[config.mk]
export PLATFORM = sky130hd
export DESIGN_NAME = fifo_ctrl_nch
export DESIGN_NICKNAME = d
export VERILOG_FILES = /design/src/rtl/fifo_ctrl_nch.sv
export SDC_FILE = /design/constraint.sdc
export NUM_CORES = 1
export LEC_CHECK = 0
export ABC_AREA = 1
export BUFFER_PORTS_ARGS = -buffer_cell sky130_fd_sc_hd__buf_2
export CAP_MARGIN = 10
export CORE_ASPECT_RATIO = 1.75
export CORE_MARGIN = 2
export CORE_UTILIZATION = 50
export DETAILED_ROUTE_END_ITERATION = 10
export PLACE_DENSITY = 0.75
export SETUP_SLACK_MARGIN = 0.02
export SLEW_MARGIN = 15
export SYNTH_ARGS = -nofsm -noshare
export SYNTH_HDL_FRONTEND = slang
export SYNTH_SLANG_ARGS = --single-unit
[constraint.sdc]
create_clock -name clk -period 3.3 [get_ports clk]
set_input_delay 0.165 -clock clk [delete_from_list [all_inputs] [get_ports clk]]
set_output_delay 0.165 -clock clk [all_outputs]
set_load 0.01 [all_outputs]
[src/rtl/fifo_ctrl_nch.sv]
`default_nettype none
// ============================================================================
// Module      : fifo_ctrl_nch
// Description : N-channel FIFO control (pointers, occupancy, status flags)
//               for a shared banked memory. Non-power-of-two depth supported.
//               Optional macro FIFO_CTRL_STICKY_ERR_EN makes error sticky
//               until cleared by err_clr.
// Revision    : 1.0 - initial release
// ============================================================================
module fifo_ctrl_nch #(
    parameter int NUM_CH   = 4,
    parameter int MEM_SIZE = 4,
    parameter int PTR_L    = 2,
    parameter int CNT_L    = 3
) (
    input  logic                      clk,
    input  logic                      reset,
    input  logic [NUM_CH-1:0]         fifo_wr,
    input  logic [NUM_CH-1:0]         fifo_rd,
    input  logic [CNT_L-1:0]          full_threshold,
    input  logic [CNT_L-1:0]          empty_threshold,
    input  logic [NUM_CH-1:0]         err_clr,
    output logic [NUM_CH-1:0]         wr_en,
    output logic [NUM_CH-1:0]         rd_en,
    output logic [NUM_CH*PTR_L-1:0]   wr_ptr,
    output logic [NUM_CH*PTR_L-1:0]   rd_ptr,
    output logic [NUM_CH*CNT_L-1:0]   count,
    output logic [NUM_CH-1:0]         fifo_full,
    output logic [NUM_CH-1:0]         fifo_empty,
    output logic [NUM_CH-1:0]         almost_full,
    output logic [NUM_CH-1:0]         almost_empty,
    output logic [NUM_CH-1:0]         error
);

    localparam logic [PTR_L-1:0] c_PTR_LAST = PTR_L'(MEM_SIZE - 1);
    localparam logic [CNT_L-1:0] c_CNT_FULL = CNT_L'(MEM_SIZE);

`ifndef FIFO_CTRL_STICKY_ERR_EN
    logic w_unused_err_clr;
    assign w_unused_err_clr = ^err_clr;
`endif

    for (genvar i = 0; i < NUM_CH; i++) begin : g_ch
        logic [PTR_L-1:0] r_wr_ptr;
        logic [PTR_L-1:0] r_rd_ptr;
        logic [CNT_L-1:0] r_count;
        logic [CNT_L-1:0] w_count_next;
        logic [PTR_L-1:0] w_wr_ptr_inc;
        logic [PTR_L-1:0] w_rd_ptr_inc;
        logic             r_full;
        logic             r_empty;
        logic             r_afull;
        logic             r_aempty;
        logic             r_error;
        logic             w_wr_acc;
        logic             w_rd_acc;
        logic             w_reject;

        // A full FIFO still takes a write when a read frees a slot in the same cycle.
        assign w_wr_acc = fifo_wr[i] & (~r_full | fifo_rd[i]);
        assign w_rd_acc = fifo_rd[i] & ~r_empty;
        assign w_reject = (fifo_wr[i] & ~w_wr_acc) | (fifo_rd[i] & ~w_rd_acc);

        // Explicit wrap so non-power-of-two depths never address past the last entry.
        assign w_wr_ptr_inc = (r_wr_ptr == c_PTR_LAST) ? '0 : r_wr_ptr + PTR_L'(1);
        assign w_rd_ptr_inc = (r_rd_ptr == c_PTR_LAST) ? '0 : r_rd_ptr + PTR_L'(1);

        always_comb begin
            w_count_next = r_count;
            case ({w_wr_acc, w_rd_acc})
                2'b10:   w_count_next = r_count + CNT_L'(1);
                2'b01:   w_count_next = r_count - CNT_L'(1);
                default: w_count_next = r_count;
            endcase
        end

        always_ff @(posedge clk) begin
            if (reset) begin
                r_wr_ptr <= '0;
                r_rd_ptr <= '0;
                r_count  <= '0;
                r_full   <= 1'b0;
                r_empty  <= 1'b1;
                r_afull  <= 1'b0;
                r_aempty <= 1'b1;
            end else begin
                if (w_wr_acc) begin
                    r_wr_ptr <= w_wr_ptr_inc;
                end
                if (w_rd_acc) begin
                    r_rd_ptr <= w_rd_ptr_inc;
                end
                r_count  <= w_count_next;
                r_full   <= (w_count_next == c_CNT_FULL);
                r_empty  <= (w_count_next == '0);
                r_afull  <= (w_count_next >= full_threshold);
                r_aempty <= (w_count_next <= empty_threshold);
            end
        end

        always_ff @(posedge clk) begin
            if (reset) begin
                r_error <= 1'b0;
            end else begin
`ifdef FIFO_CTRL_STICKY_ERR_EN
                // A rejection in the clearing cycle keeps the flag set.
                r_error <= w_reject | (r_error & ~err_clr[i]);
`else
                r_error <= w_reject;
`endif
            end
        end

        assign wr_en[i]                   = w_wr_acc;
        assign rd_en[i]                   = w_rd_acc;
        assign wr_ptr[i*PTR_L +: PTR_L]   = r_wr_ptr;
        assign rd_ptr[i*PTR_L +: PTR_L]   = r_rd_ptr;
        assign count[i*CNT_L +: CNT_L]    = r_count;
        assign fifo_full[i]               = r_full;
        assign fifo_empty[i]              = r_empty;
        assign almost_full[i]             = r_afull;
        assign almost_empty[i]            = r_aempty;
        assign error[i]                   = r_error;
    end

endmodule
`default_nettype wire
==> out/metrics.yaml <==
synth:
  ys_seq_area_frac: 0.3525
  synth-simple-area-share: 0.1992
  synth_cell_types: 21
  syn_area_per_cell_sq_um: 7.995
  ys_ff_latch: 48
  synthCells: 341
  synth_xor_area_frac: 0.01285
  syn_nets: 401
  yosysWarnings: 0
  syn_area_sq_mm: 0.002726
  synthAdderAreaFrac: 0.1946
  yosys-mux-area-fraction: 0
  synth_top_family_by_area: "simple AND/OR/NAND/NOR gates"
  synth_compound_area_frac: 0.09913
sta:
  clock_skew_ps: 5.217
  finalSetupViolations: 0
  max_freq_ghz: 0.4260
  rsz0062_at_grt: "no"
  final_max_slew_viol_count: 0
  hold_viol_final: 0
  period_needed_ps: 2347
  relSlewSlack: 0.6798
  worstMarginPinSlew_ps: 479.5
  setup_slack_ps: 952.6
  final.setup.tns_ps: 0
  min_period_over_period: 0.7113
die:
  initial_utilization: 0.5188
  dieWidth_um: 59.82
  die_y_um: 101.7
  boundaryPins: 76
  dieArea_sq_mm: 0.006083
  core_region_area_sq_mm: 0.005255
  rows: 35
global_route:
  grt_max_degree: 29
  grt_usage: 0.1769
  grt_pass1_vias: 2029
  grt_overflow_total: 0
  grt_pass1_wl_um: 8445
  antenna_found_initial: 0
clocking:
  numCtsBuffers: 5
  cts_buffer_depth: 2
  htree_levels: 2
  post-cts-setup-buffers: 0
  hold_buffers: 0
  cts_tree: "yes"
  clkSlewWorstSetupHoldPaths_ps: 90
  post_cts_resized: 0
  cts-root-buf: "clkbuf_8"
  worstSkewPairLatency_ps: 300
  clock-sinks: 48
pwr:
  share_seq_of_total_power: 0.350
  netSwitchingFraction: 0.4022
  p_leak_nw: 1.662
  ir_drop_uv: 406.0
  switching_power_uw: 969.3
  p_per_area_mw_per_mm2: 795.6
  power_mw: 2.410
  intPower_mw: 1.441
  comb_power_share: 0.478
  p_clk_frac: 0.172
setup_path:
  cp.required_ps: 3500
  critical_path_class: "flip-flop to flip-flop"
  crit_fanout: 4
  critPathLaunchType: "flip-flop"
  crit_arrival_ps: 2540
  crit_path_end_kind: "flip-flop"
cells_and_area:
  fin_cells: 443
  num-fill-cells: 502
  area_growth_syn_to_layout_pct: 11.11
  layout_common_cells: "buf_2 (71), nand2_1 (48), dfxtp_1 (48), nor2_1 (40), inv_1 (38)"
  nets: 447
  layout-drive-gt1-share: 0.2371
  final_common_cell: "buf_2"
  antennaDiodeCount: 0
detailed_routing:
  routedWlPerCell_um: 11.58
  final_antenna_net_count: 0
  drc: 0
  viasPerCell: 5.102
  totalWireLength_um: 5131
  drtIter0Drc: 54
  vias: 2260
  firstDrtPassIters: 5
place:
  gp_congestion: 0.7646
  io_buffers: 71
  dp_hpwl_um: 4078
  place_inst: 435
  pre_cts_slack_ps: 976.2
outcome:
  outcome: "finished clean"
job:
  drv_cap: 0
worst_hold_path:
  hold_class: "input pin to flip-flop"
==> through the flow <==
step                      hold WS (ps)    util  cell area, sq um
after floorplan                  332.4       -              2726
after detailed placement         448.4  0.5560              2922
after global placement           438.5  0.5560              2922
final                            136.7  0.5764              3029
after global routing             146.1  0.5764              3029
after CTS                        133.6  0.5764              3029
==> area by class of cell <==
class | count | area [sq um] | area share
Clock buffer | 6 | 72.57 | 0.02396
Sequential cell | 48 | 960.9 | 0.3172
Clock inverter | 2 | 35.03 | 0.01157
Timing Repair Buffer | 71 | 355.3 | 0.1173
Tap cell | 55 | 68.82 | 0.02272
Multi-Input combinational cell | 219 | 1379 | 0.4552
Inverter | 42 | 157.7 | 0.05204
==> power by group through the flow <==
stage | Combinational, mW | Sequential (mW) | Clock [mW]
after floorplan | 0.900 | 0.882 | 0
after global placement | 1.11 | 0.856 | 0
after detailed placement | 1.16 | 0.859 | 0
after CTS | 1.16 | 0.846 | 0.429
final | 1.15 | 0.844 | 0.415
after global routing | 1.34 | 0.865 | 0.451
==> state kept, by name, indices dropped and copies added (netlist names) <==
name,count
g_ch.r_count,12
g_ch.r_rd_ptr,8
g_ch.r_wr_ptr,8
g_ch.r_aempty,4
g_ch.r_afull,4
g_ch.r_empty,4
g_ch.r_error,4
g_ch.r_full,4
==> routing by layer <==
layer,vias up,global-route usage,part of all wire
li1,1177,-,-
met1,1031,0.1962,0.43
met2,44,0.3194,0.52
met3,8,0.02810,0.034
met4,0,0.07692,0.019
met5,-,0,0
==> critical path: stages (launching register included) <==
cell and delay (ps):
dfxtp_1 330, nand2_1 70, nand2_1 90, ha_1 260
fa_1 400, nand2_1 100, nand3_1 80, nand2_1 100
nand2_1 120, ha_1 330, a21oi_1 160, o211ai_1 100
nand2_1 60, inv_1 40
==> logic make-up after synthesis <==
| logic type | Yosys count |
|---|---|
| flops | 48 |
| buf+inv | 74 |
| simple gates | 127 |
| compound gates | 48 |
| xor+xnor | 4 |
| fa+ha+maj | 40 |
==> synth_stat cells <==
cell / number / area share
o21ai_0: 20 / 0.037
ha_1: 36 / 0.17
xnor2_1: 4 / 0.013
inv_2: 4 / 0.0055
nand2_2: 6 / 0.014
clkbuf_1: 1 / 0.0014
nor2_2: 4 / 0.0092
o211a_1: 4 / 0.015
buf_4: 28 / 0.077
a21oi_1: 19 / 0.035
nor3_1: 5 / 0.0092
nand3_1: 20 / 0.037
fa_1: 4 / 0.029
nand2_1: 48 / 0.066
nor2_1: 40 / 0.055
dfxtp_1: 48 / 0.35
buf_2: 3 / 0.0055
nand4_1: 4 / 0.0092
inv_1: 38 / 0.052
o21ai_1: 1 / 0.0018
o211ai_1: 4 / 0.011
==> worst paths after layout <==
check	start	end	slack, ps	cells after the start
worst max-delay path	g_ch[2].r_full	g_ch[2].r_afull	950	13
worst max register to register	g_ch[2].r_full	g_ch[2].r_afull	950	13
worst min-delay path	fifo_rd[1]	g_ch[1].r_error	140	3
worst min register to register	g_ch[0].r_wr_ptr[1]	g_ch[0].r_wr_ptr[1]	510	2
(Power assumes the default switching activity.)
